`src/rtl/vga_pkg.sv`:
```
// ---------------------------------------------------------------------------
// vga_pkg
// Shared types and constants for the VGA block family.
// Holds the blit engine state encoding and the FILL/COPY command codes that
// the control registers and framebuffer_blit_engine agree on.
// No ports (package).
// ---------------------------------------------------------------------------
package vga_pkg;

    // Blit engine sequencing states. GAP is a one-cycle bus-idle slot placed
    // after every acknowledged access.
    typedef enum logic [2:0] {
        IDLE = 3'd0,
        RD   = 3'd1,
        WR   = 3'd2,
        GAP  = 3'd3,
        DONE = 3'd4
    } blit_state_t;

    // Value of cmd_copy selecting each operation.
    localparam logic BLIT_FILL = 1'b0;
    localparam logic BLIT_COPY = 1'b1;

endpackage

```
`src/rtl/framebuffer_blit_engine.sv`:
```
// ---------------------------------------------------------------------------
// framebuffer_blit_engine
// Bus initiator that performs word FILL and COPY operations into the frame
// buffer, used for text scroll (copy rows up/down) and screen clear.
//
// Ports
//   clk, reset            clock, asynchronous active-high reset
//   cmd_valid/cmd_ready   command handshake (ready only while idle)
//   cmd_copy              1 = COPY src->dst, 0 = FILL dst with cmd_fill_data
//   cmd_descending        1 = addresses decrement after each word
//   cmd_src, cmd_dst      first source / destination word address
//   cmd_count             number of words (0 completes with no bus traffic)
//   cmd_fill_data         FILL word
//   cmd_bytesel           byte enables used on every write
//   busy, done            busy from acceptance until done; done is a pulse
//   data_m_*              memory initiator port (ack registered from access)
// ---------------------------------------------------------------------------
module framebuffer_blit_engine
    import vga_pkg::*;
#(
    parameter int ADDR_WIDTH  = 19,
    parameter int COUNT_WIDTH = 13
) (
    input  logic                   clk,
    input  logic                   reset,
    input  logic                   cmd_valid,
    output logic                   cmd_ready,
    input  logic                   cmd_copy,
    input  logic                   cmd_descending,
    input  logic [ADDR_WIDTH-1:0]  cmd_src,
    input  logic [ADDR_WIDTH-1:0]  cmd_dst,
    input  logic [COUNT_WIDTH-1:0] cmd_count,
    input  logic [15:0]            cmd_fill_data,
    input  logic [1:0]             cmd_bytesel,
    output logic                   busy,
    output logic                   done,
    output logic                   data_m_access,
    input  logic                   data_m_ack,
    output logic [ADDR_WIDTH-1:0]  data_m_addr,
    output logic                   data_m_wr_en,
    output logic [15:0]            data_m_data_out,
    input  logic [15:0]            data_m_data_in,
    output logic [1:0]             data_m_bytesel
);

    // Next word address; wraps silently at either end of the address space.
    function automatic logic [ADDR_WIDTH-1:0] stepAddr(
        input logic [ADDR_WIDTH-1:0] addr,
        input logic                  down
    );
        return down ? (addr - ADDR_WIDTH'(1)) : (addr + ADDR_WIDTH'(1));
    endfunction

    blit_state_t            state_q,      state_d;
    blit_state_t            afterGap_q,   afterGap_d;
    logic                   copyMode_q,   copyMode_d;
    logic                   descending_q, descending_d;
    logic [ADDR_WIDTH-1:0]  src_q,        src_d;
    logic [ADDR_WIDTH-1:0]  dst_q,        dst_d;
    logic [COUNT_WIDTH-1:0] remaining_q,  remaining_d;
    logic [15:0]            fillData_q,   fillData_d;
    logic [1:0]             cmdBytesel_q, cmdBytesel_d;
    logic [15:0]            holdData_q,   holdData_d;

    logic                   cmdReady_q,   cmdReady_d;
    logic                   busy_q,       busy_d;
    logic                   done_q,       done_d;
    logic                   access_q,     access_d;
    logic                   wrEn_q,       wrEn_d;
    logic [ADDR_WIDTH-1:0]  addr_q,       addr_d;
    logic [15:0]            dataOut_q,    dataOut_d;
    logic [1:0]             bytesel_q,    bytesel_d;

    // Next-state logic. Every bus output is computed here one cycle ahead so
    // that all outputs leave the block straight from flops. An access is
    // launched on the edge that enters RD/WR and is held unchanged until the
    // edge that samples ack; that same edge drops access and enters GAP.
    // GAP swallows the trailing ack the responder produces because its ack is
    // registered from access; acks in IDLE/GAP/DONE are never looked at.
    always_comb begin
        state_d      = state_q;
        afterGap_d   = afterGap_q;
        copyMode_d   = copyMode_q;
        descending_d = descending_q;
        src_d        = src_q;
        dst_d        = dst_q;
        remaining_d  = remaining_q;
        fillData_d   = fillData_q;
        cmdBytesel_d = cmdBytesel_q;
        holdData_d   = holdData_q;
        cmdReady_d   = cmdReady_q;
        busy_d       = busy_q;
        done_d       = 1'b0;
        access_d     = access_q;
        wrEn_d       = wrEn_q;
        addr_d       = addr_q;
        dataOut_d    = dataOut_q;
        bytesel_d    = bytesel_q;

        case (state_q)
            IDLE: begin
                // cmd_ready comes up on the first clock after reset release,
                // and acceptance needs the registered ready so that what the
                // requester sees is what the engine honours.
                cmdReady_d = 1'b1;
                if (cmd_valid && cmdReady_q) begin
                    copyMode_d   = cmd_copy;
                    descending_d = cmd_descending;
                    src_d        = cmd_src;
                    dst_d        = cmd_dst;
                    remaining_d  = cmd_count;
                    fillData_d   = cmd_fill_data;
                    cmdBytesel_d = cmd_bytesel;
                    cmdReady_d   = 1'b0;
                    busy_d       = 1'b1;
                    if (cmd_count == '0) begin
                        state_d = DONE;
                    end else if (cmd_copy == BLIT_COPY) begin
                        state_d   = RD;
                        access_d  = 1'b1;
                        wrEn_d    = 1'b0;
                        addr_d    = cmd_src;
                        bytesel_d = 2'b11;
                    end else begin
                        state_d   = WR;
                        access_d  = 1'b1;
                        wrEn_d    = 1'b1;
                        addr_d    = cmd_dst;
                        dataOut_d = cmd_fill_data;
                        bytesel_d = cmd_bytesel;
                    end
                end
            end

            RD: begin
                if (data_m_ack) begin
                    holdData_d = data_m_data_in;
                    src_d      = stepAddr(src_q, descending_q);
                    access_d   = 1'b0;
                    afterGap_d = WR;
                    state_d    = GAP;
                end
            end

            WR: begin
                if (data_m_ack) begin
                    dst_d       = stepAddr(dst_q, descending_q);
                    remaining_d = remaining_q - COUNT_WIDTH'(1);
                    access_d    = 1'b0;
                    wrEn_d      = 1'b0;
                    state_d     = GAP;
                    if (remaining_q == COUNT_WIDTH'(1)) begin
                        afterGap_d = DONE;
                    end else if (copyMode_q == BLIT_COPY) begin
                        afterGap_d = RD;
                    end else begin
                        afterGap_d = WR;
                    end
                end
            end

            GAP: begin
                // Launch whichever access comes next so it is visible in the
                // first cycle of RD/WR.
                state_d = afterGap_q;
                if (afterGap_q == RD) begin
                    access_d  = 1'b1;
                    wrEn_d    = 1'b0;
                    addr_d    = src_q;
                    bytesel_d = 2'b11;
                end else if (afterGap_q == WR) begin
                    access_d  = 1'b1;
                    wrEn_d    = 1'b1;
                    addr_d    = dst_q;
                    dataOut_d = (copyMode_q == BLIT_FILL) ? fillData_q : holdData_q;
                    bytesel_d = cmdBytesel_q;
                end
            end

            DONE: begin
                done_d     = 1'b1;
                busy_d     = 1'b0;
                cmdReady_d = 1'b1;
                state_d    = IDLE;
            end

            default: begin
                state_d = IDLE;
            end
        endcase
    end

    // State and output registers. Reset clears everything at once, which
    // abandons any transfer in flight without a done pulse.
    always_ff @(posedge clk or posedge reset) begin
        if (reset) begin
            state_q      <= IDLE;
            afterGap_q   <= IDLE;
            copyMode_q   <= BLIT_FILL;
            descending_q <= 1'b0;
            src_q        <= '0;
            dst_q        <= '0;
            remaining_q  <= '0;
            fillData_q   <= '0;
            cmdBytesel_q <= '0;
            holdData_q   <= '0;
            cmdReady_q   <= 1'b0;
            busy_q       <= 1'b0;
            done_q       <= 1'b0;
            access_q     <= 1'b0;
            wrEn_q       <= 1'b0;
            addr_q       <= '0;
            dataOut_q    <= '0;
            bytesel_q    <= '0;
        end else begin
            state_q      <= state_d;
            afterGap_q   <= afterGap_d;
            copyMode_q   <= copyMode_d;
            descending_q <= descending_d;
            src_q        <= src_d;
            dst_q        <= dst_d;
            remaining_q  <= remaining_d;
            fillData_q   <= fillData_d;
            cmdBytesel_q <= cmdBytesel_d;
            holdData_q   <= holdData_d;
            cmdReady_q   <= cmdReady_d;
            busy_q       <= busy_d;
            done_q       <= done_d;
            access_q     <= access_d;
            wrEn_q       <= wrEn_d;
            addr_q       <= addr_d;
            dataOut_q    <= dataOut_d;
            bytesel_q    <= bytesel_d;
        end
    end

    assign cmd_ready       = cmdReady_q;
    assign busy            = busy_q;
    assign done            = done_q;
    assign data_m_access   = access_q;
    assign data_m_addr     = addr_q;
    assign data_m_wr_en    = wrEn_q;
    assign data_m_data_out = dataOut_q;
    assign data_m_bytesel  = bytesel_q;

endmodule

```
`config.mk`:
```
export PLATFORM = sky130hd
export DESIGN_NAME = framebuffer_blit_engine
export DESIGN_NICKNAME = d
export VERILOG_FILES = /design/src/rtl/vga_pkg.sv /design/src/rtl/framebuffer_blit_engine.sv
export SDC_FILE = /design/constraint.sdc
export NUM_CORES = 1
export LEC_CHECK = 0
export ABC_AREA = 1
export BUFFER_PORTS_ARGS = -buffer_cell sky130_fd_sc_hd__clkbuf_2
export CORE_ASPECT_RATIO = 1.2
export CORE_MARGIN = 5
export CORE_UTILIZATION = 36
export CTS_CLUSTER_DIAMETER = 200
export DETAILED_ROUTE_END_ITERATION = 8
export PLACE_DENSITY_LB_ADDON = 0.05
export SYNTH_ARGS = -nofsm -noshare
export SYNTH_HDL_FRONTEND = slang
export SYNTH_SLANG_ARGS = --single-unit
```
`constraint.sdc`:
```
create_clock -name clk -period 6 [get_ports clk]
set_input_delay 0.9 -clock clk [delete_from_list [all_inputs] [get_ports clk]]
set_output_delay 0.9 -clock clk [all_outputs]
set_load 0.005 [all_outputs]
```
==> metrics.md, run 1 <==
| Metric | Value |
|---|---|
| Sink Count | 135 |
| First-pass GRT wire length | 47.49 mm |
| Period minus WS final | 3.724 ns |
| Wirelength, routed | 29.77 mm |
| Final Hold Vio Count | 0 |
| Starting DRT DRC Count | 495 |
| Ys Warns | 0 |
| Total congestion overflow | 0 |
| CTS tree | yes |
| Root buf cell | clkbuf_16 |
| Final HPWL DP | around 22 mm |
| Clk buf depth | 2 |
| Final setup fails | 0 |
| Inst Count DP | between 1.5k and 2k |
| Critical-path cell list | inv_2 > nand3_2 > inv_1 > nand2_1 > nand2_1 > buf_4 > clkinv_1 > nand2_1 > o21ai_0 |
| Crit share post-route | 62.07% |
| Clock Skew | 0.007856 ns |
| Die Y | 184.4 µm |
| DR vias/cell | 4.974 |
| CP max stage cell | nand2_1 |
| CTS H-Tree Depth | 4 |
| Worst Path Required | 6.31 ns |
| Relative slew slack | between 40% and 50% |
| PwrDens | 642.9 mW/mm² |
| Crit path capture type | flop |
| Mapped Cells | 1303 |
| Vias post-DR | 8709 |
| Levels on crit path | 9 |
| Pre-CTS WS | 2.223 ns |
| CP max stage delay | between 0.7 and 0.8 ns |
| Flops & latches, synth | 135 |
| Mapped Area | 0.009125 mm² |
| Die area | 0.02864 mm² |
| Cell Rows | between 60 and 70 |
| Die width | 155.3 µm |
| Commonest non-fill, non-tap cell in the layout | nand2_1 |
| Fillers | 2687 |
| Total chip power | around 7 mW |
| LEAKAGE | around 5.8 nW |
| Fmax | ~0.27 GHz |
| Hold WS | 0.4815 ns |
| Synth cell types | 41 |
| Dpl cell area | 0.01001 mm² |
| Peak VDD IR | 0.2216 mV |
| Worst Path Arrival | between 4 and 5 ns |
| # nets final | 1542 |
| Io pins | 133 |
| Routed wire per std cell | between 15 and 20 µm |
| 1st-pass router iterations | 5 |
| # resized after CTS | 0 |
| Area Overhead vs Synth | 16.50% |
| Cts hold-fix bufs | 0 |
| Slew Limit Fails | 0 |
| Share of layout cells above drive strength 1 | between 10% and 20% |
| Multi-input combinational cell area | 0.004935 mm² |
| Clk slew on worst S/H paths | 0.06 ns |
| CTS Buf Count | 17 |
| Ant diodes | 0 |
| Post-Syn Nets | roughly 1.4k |
| RSZ-0062 raised after global routing | false |
| Register area | ~0.0034 mm² |
| Initial antenna violation count | 1 |
| Hold WC Path Type | flop to flop |
| CP bufs+invs | 4 |
| Share of the core filled with cells | 42.81% |
| Remaining DRCs | 0 |
| GRT Total Usage | a little over a fifth |
| Max cap viols | 0 |
| Post-Layout Cell Count | 1751 |
| Clk_lat worst skew | 0.43 ns |
| TNS Setup | 0 ns |
| Final Worst Setup Slack | 2.276 ns |
| Vias in the first global route | 8628 |
| CP Class | flop to flop |
| Cell count of the worst reg-to-reg path | 9 |
| Synthesized area per cell | around 7.0 µm² |
| I/O Buffers | around 130 |
| Commonest non-fill, non-tap cells in the layout | nand2_1 (420), inv_1 (138), nor2_1 (136), dfrtp_1 (135), clkbuf_2 (132) |
| Worst-Margin Slew | 0.8970 ns |
| CP top delay family | buffers and inverters |
| Post-route cell area | approximately 0.011 mm² |
| RD Place Congestion | about 0.89 |
| Antenna Nets Post-Route | 0 |
| Startpoint Class | flop |
| Pin count of the biggest net entering global routing | 89 |
| Initial Util | 36.75% |
| Crit-path most repeated cell | nand2_1 |
| Hold depth | 2 |
| Seq/Total Area, Yosys | a little under two fifths |
| Critical Path Fanout Max | 29 |
| Core Box Area | 0.02483 mm² |
| Post-CTS Setup Inserts | 0 |
| Status | complete, no violations |
-- cells by family (layout without fill, tap and decap cells) --
kind of cell / count (synthesis) / in the layout / share of synthesized area, %
simple gates: 653 / 653 / 28.93
flops: 135 / 135 / 37.02
compound gates: 234 / 234 / 15.07
fa+ha+maj: 38 / 38 / 5.375
buf+inv: 200 / 323 / 8.899
xor+xnor: 20 / 20 / 1.920
mux: 23 / 23 / 2.784
-- state kept, by name, summed over array words and instances (netlist names), 2 cells and up --
name / cells
afterGap_q: 3
state_q: 3
remaining_q: 13
dst_q: 19
data_m_addr: 19
data_m_data_out: 16
holdData_q: 16
cmdBytesel_q: 2
fillData_q: 16
src_q: 19
data_m_bytesel: 2
-- routing by layer --
metal  wire length [µm]  vias to the layer above  global-route usage (%)
met5                 13                        -                       0
li1                   -                     4434                       -
met3               1319                       32                   4.180
met4                476                        2                   5.394
met2              14690                      170                   36.88
met1              13280                     4071                   27.02
-- Yosys cell counts, drive strengths merged --
cell type / instances / area [µm²]
a21o: 3 / 22.52
a21oi: 40 / 200.2
a22oi: 17 / 127.6
a31oi: 2 / 12.51
and2: 3 / 18.77
buf: 22 / 143.9
clkbuf: 26 / 97.59
clkinv: 3 / 11.26
dfrtp: 135 / 3378
fa: 2 / 40.04
ha: 36 / 450.4
inv: 149 / 559.3
mux2: 19 / 214.0
mux2i: 4 / 40.04
nand2: 423 / 1605
nand3: 70 / 355.3
nand4: 1 / 6.260
nor2: 141 / 566.8
nor3: 9 / 50.05
nor4: 2 / 12.51
o211ai: 24 / 180.2
o21ai: 137 / 753.2
o21bai: 1 / 7.510
o221ai: 1 / 8.760
o22ai: 6 / 37.54
o31ai: 1 / 7.510
o32ai: 2 / 17.52
or2: 4 / 25.03
xnor2: 9 / 78.83
xor2: 11 / 96.34
-- area by class of cell --
type / instances / share of cell area, %
Multi-Input combinational cell: 968 / 46.42
Clock buffer: 20 / 4.296
Clock inverter: 12 / 1.554
Sequential cell: 135 / 31.78
Tap cell: 325 / 3.825
Inverter: 152 / 5.414
Timing Repair Buffer: 139 / 6.709
-- where the power goes --
group	internal, mW	leakage, nW	switching (mW)
registers	1.36	1.66	0.344
clock network	0.684	0.300	0.440
logic	1.40	3.81	2.60
-- tightest hold or removal path, stage by stage (launching register included) --
cell and delay [ns]:
dfrtp_1 0.34, nand2_1 0.05, nand2_1 0.06
-- final timing paths --
check | startpoint | endpoint | slack [ns]
min reg2reg | data_m_data_out[3]$_DFFE_PP0P_ | data_m_data_out[3]$_DFFE_PP0P_ | 0.48
max | state_q[2]$_DFFE_PP0P_ | src_q[5]$_DFFE_PP0P_ | 2.28
max reg2reg | state_q[2]$_DFFE_PP0P_ | src_q[5]$_DFFE_PP0P_ | 2.28
max in group asynchronous | reset | data_m_addr[8]$_DFFE_PP0P_ | 4.17
min in group asynchronous | reset | remaining_q[7]$_DFFE_PP0P_ | 0.66
min | data_m_data_out[3]$_DFFE_PP0P_ | data_m_data_out[3]$_DFFE_PP0P_ | 0.48
Power figures use the tool's default switching activity.
==> run 2, diff against run 1 <==
==> constraint.sdc (replaced) <==
create_clock -name clk -period 3.7 [get_ports clk]
set_input_delay 0.555 -clock clk [delete_from_list [all_inputs] [get_ports clk]]
set_output_delay 0.555 -clock clk [all_outputs]
set_load 0.005 [all_outputs]
==> metrics.md, run 2 (synthesis gave the netlist of run 1 again) <==
| Metric | Value |
|---|---|
| Status | complete, no violations (unchanged) |
| Worst-Margin Slew | 0.8102 ns (was 0.8970 ns) |
| Critical-path cell list | nor2_4 > inv_2 > nor2_4 > buf_4 > nand2_1 > or2_0 > nand2_1 > nor2_4 > nand2_4 > nand2_1 > o21ai_2 (was inv_2 > nand3_2 > inv_1 > nand2_1 > nand2_1 > buf_4 > clkinv_1 > nand2_1 > o21ai_0) |
| CTS Buf Count | 17 (unchanged) |
| TNS Setup | 0 ns (unchanged) |
| Worst Path Arrival | 2.73 ns (was 4.03 ns) |
| CP max stage delay | 0.41 ns (was 0.77 ns) |
| CP Class | flop to flop (unchanged) |
| Fillers | 2677 (was 2687) |
| PwrDens | 1022 mW/mm² (was 642.9 mW/mm²) |
| Crit path launch | state_q[2]$_DFFE_PP0P_ (unchanged) |
| Share of layout cells above drive strength 1 | 16.56% (was 16.20%) |
| Clk slew on worst S/H paths | 0.06 ns (about the same) |
| Reg2reg end | data_m_addr[2]$_DFFE_PP0P_ (was src_q[5]$_DFFE_PP0P_) |
| Hold WC Path Type | input pin to asynchronous set/reset pin (was flop to flop) |
| Peak VDD IR | 0.3758 mV (was 0.2216 mV) |
| Initial Util | 36.75% (unchanged) |
| Commonest non-fill, non-tap cell in the layout | nand2_1 (unchanged) |
| Total congestion overflow | 0 (unchanged) |
| Commonest non-fill, non-tap cells in the layout | nand2_1 (420), inv_1 (138), nor2_1 (136), dfrtp_1 (135), clkbuf_2 (132) (unchanged) |
| Crit path to | data_m_addr[2]$_DFFE_PP0P_ (was src_q[5]$_DFFE_PP0P_) |
| Cell Rows | 63 (unchanged) |
| Cts hold-fix bufs | 0 (unchanged) |
| Area Overhead vs Synth | 16.69% (was 16.50%) |
| Final setup fails | 0 (unchanged) |
| Max cap viols | 0 (unchanged) |
| CP max stage cell | dfrtp_1 (was nand2_1) |
| Period minus WS final | 2.387 ns (was 3.724 ns) |
| First-pass GRT wire length | 46.15 mm (was 47.49 mm) |
| Cell count of the worst reg-to-reg path | 11 (was 9) |
| Clk buf depth | 2 (unchanged) |
| Routed wire per std cell | 16.39 µm (was 17.00 µm) |
| Pin count of the biggest net entering global routing | 136 (was 89) |
| RSZ-0062 raised after global routing | false (unchanged) |
| Antenna Nets Post-Route | 0 (unchanged) |
| Vias post-DR | 8520 (was 8709) |
| Clk_lat worst skew | 0.43 ns (about the same) |
| Vias in the first global route | 8353 (was 8628) |
| Final Hold Vio Count | 0 (unchanged) |
| Dpl cell area | 0.01006 mm² (was 0.01001 mm²) |
| Grt met1 use | 26.33% (was 27.02%) |
| Post-route cell area | 0.01065 mm² (was 0.01063 mm²) |
| Io pins | 133 (unchanged) |
| I/O Buffers | 132 (unchanged) |
| GRT Total Usage | 20.44% (was 21.20%) |
| Remaining DRCs | 0 (unchanged) |
| Met2 usage | 35.11% (was 36.88%) |
| Sink Count | 135 (unchanged) |
| Critical Path Fanout Max | 42 (was 29) |
| 1st-pass router iterations | 5 (unchanged) |
| Startpoint Class | flop (unchanged) |
| Pre-CTS WS | 1.006 ns (was 2.223 ns) |
| RD Place Congestion | 0.8748 (was 0.8868) |
| Die area | 0.02864 mm² (unchanged) |
| Worst r2r src | state_q[2]$_DFFE_PP0P_ (unchanged) |
| Register area | 0.003378 mm² (unchanged) |
| LEAKAGE | 5.779 nW (was 5.767 nW) |
| Crit path capture type | flop (unchanged) |
| Initial antenna violation count | 0 (was 1) |
| Wirelength, routed | 28.78 mm (was 29.77 mm) |
| CTS tree | yes (unchanged) |
| Root buf cell | clkbuf_16 (unchanged) |
| CTS H-Tree Depth | 4 (unchanged) |
| Final HPWL DP | 21.86 mm (was 22.27 mm) |
| Clock Skew | 0.01428 ns (was 0.007856 ns) |
| Final Worst Setup Slack | 1.313 ns (was 2.276 ns) |
| # resized after CTS | 0 (unchanged) |
| Slew Limit Fails | 0 (unchanged) |
| Ant diodes | 0 (unchanged) |
| Crit share post-route | 64.51% (was 62.07%) |
| Multi-input combinational cell area | 0.004935 mm² (unchanged) |
| Starting DRT DRC Count | 417 (was 495) |
| Core Box Area | 0.02483 mm² (unchanged) |
| Busiest grt layer | met2 (unchanged) |
| DR vias/cell | 4.852 (was 4.974) |
| Die width | 155.3 µm (unchanged) |
| Post-CTS Setup Inserts | 0 (unchanged) |
| Worst Path Required | 4.04 ns (was 6.31 ns) |
| Die Y | 184.4 µm (unchanged) |
| Met3 usage | 4.157% (was 4.180%) |
| # nets final | 1547 (was 1542) |
| Setup slack, reg-to-reg | 1.31 ns (was 2.28 ns) |
| Relative slew slack | 45.49% (was 40.13%) |
| Fmax | 0.4189 GHz (was 0.2685 GHz) |
## run 2: layout make-up
class | count | share of cell area, %
Clock buffer | 17 | 3.995
Clock inverter | 15 | 1.551
Inverter | 152 | 5.394
Multi-Input combinational cell | 968 | 46.35
Sequential cell | 135 | 31.73
Tap cell | 325 | 3.819
Timing Repair Buffer | 144 | 7.168
## run 2: power by group
part	internal (mW)	switching, mW	leakage, nW
clock	1.01	0.709	0.288
sequential	2.20	0.593	1.66
combinational	2.29	4.08	3.84
total	5.50	5.38	5.78
## run 2: critical path, delay by kind of cell, from the launching register on
| family | cells | cell delay (ns) |
|---|---|---|
| AOI/OAI and AO/OA | 1 | 0.08 |
| buffers and inverters | 2 | 0.46 |
| DFF | 1 | 0.41 |
| and+or+nand+nor | 8 | 1.34 |
## run 2: worst min-delay path by stage
stage                                    from                             end  slack [ns]  depth (start not counted)
2_1_floorplan     cmdBytesel_q[0]$_DFFE_PP0P_     cmdBytesel_q[0]$_DFFE_PP0P_        0.45                          2
3_3_place_gp        fillData_q[4]$_DFFE_PP0P_       fillData_q[4]$_DFFE_PP0P_        0.47                          2
3_5_place_dp   data_m_data_out[4]$_DFFE_PP0P_  data_m_data_out[4]$_DFFE_PP0P_        0.47                          2
4_1_cts                     data_m_data_in[6]       holdData_q[6]$_DFFE_PP0P_        0.34                          2
5_1_grt                     data_m_data_in[9]       holdData_q[9]$_DFFE_PP0P_        0.34                          2
6_report                                reset           src_q[14]$_DFFE_PP0P_        0.29                          3
## run 2: stage by stage
stage          instances  utilization, %  power, mW  hold WS [ns]
3_5_place_dp        1724           40.50      9.248        0.4675
2_1_floorplan       1303               -      7.580        0.4492
6_report            1756           42.88      10.89        0.2947
3_3_place_gp        1724           40.50      9.204        0.4659
5_1_grt             1756           42.88      12.06        0.3354
4_1_cts             1756           42.88      11.02        0.3387
## run 2: routing by layer
metal,part of all wire [%],vias to the layer above
met2,50,154
met5,0,-
li1,-,4423
met1,44,3918
met3,4.2,25
met4,2.0,0
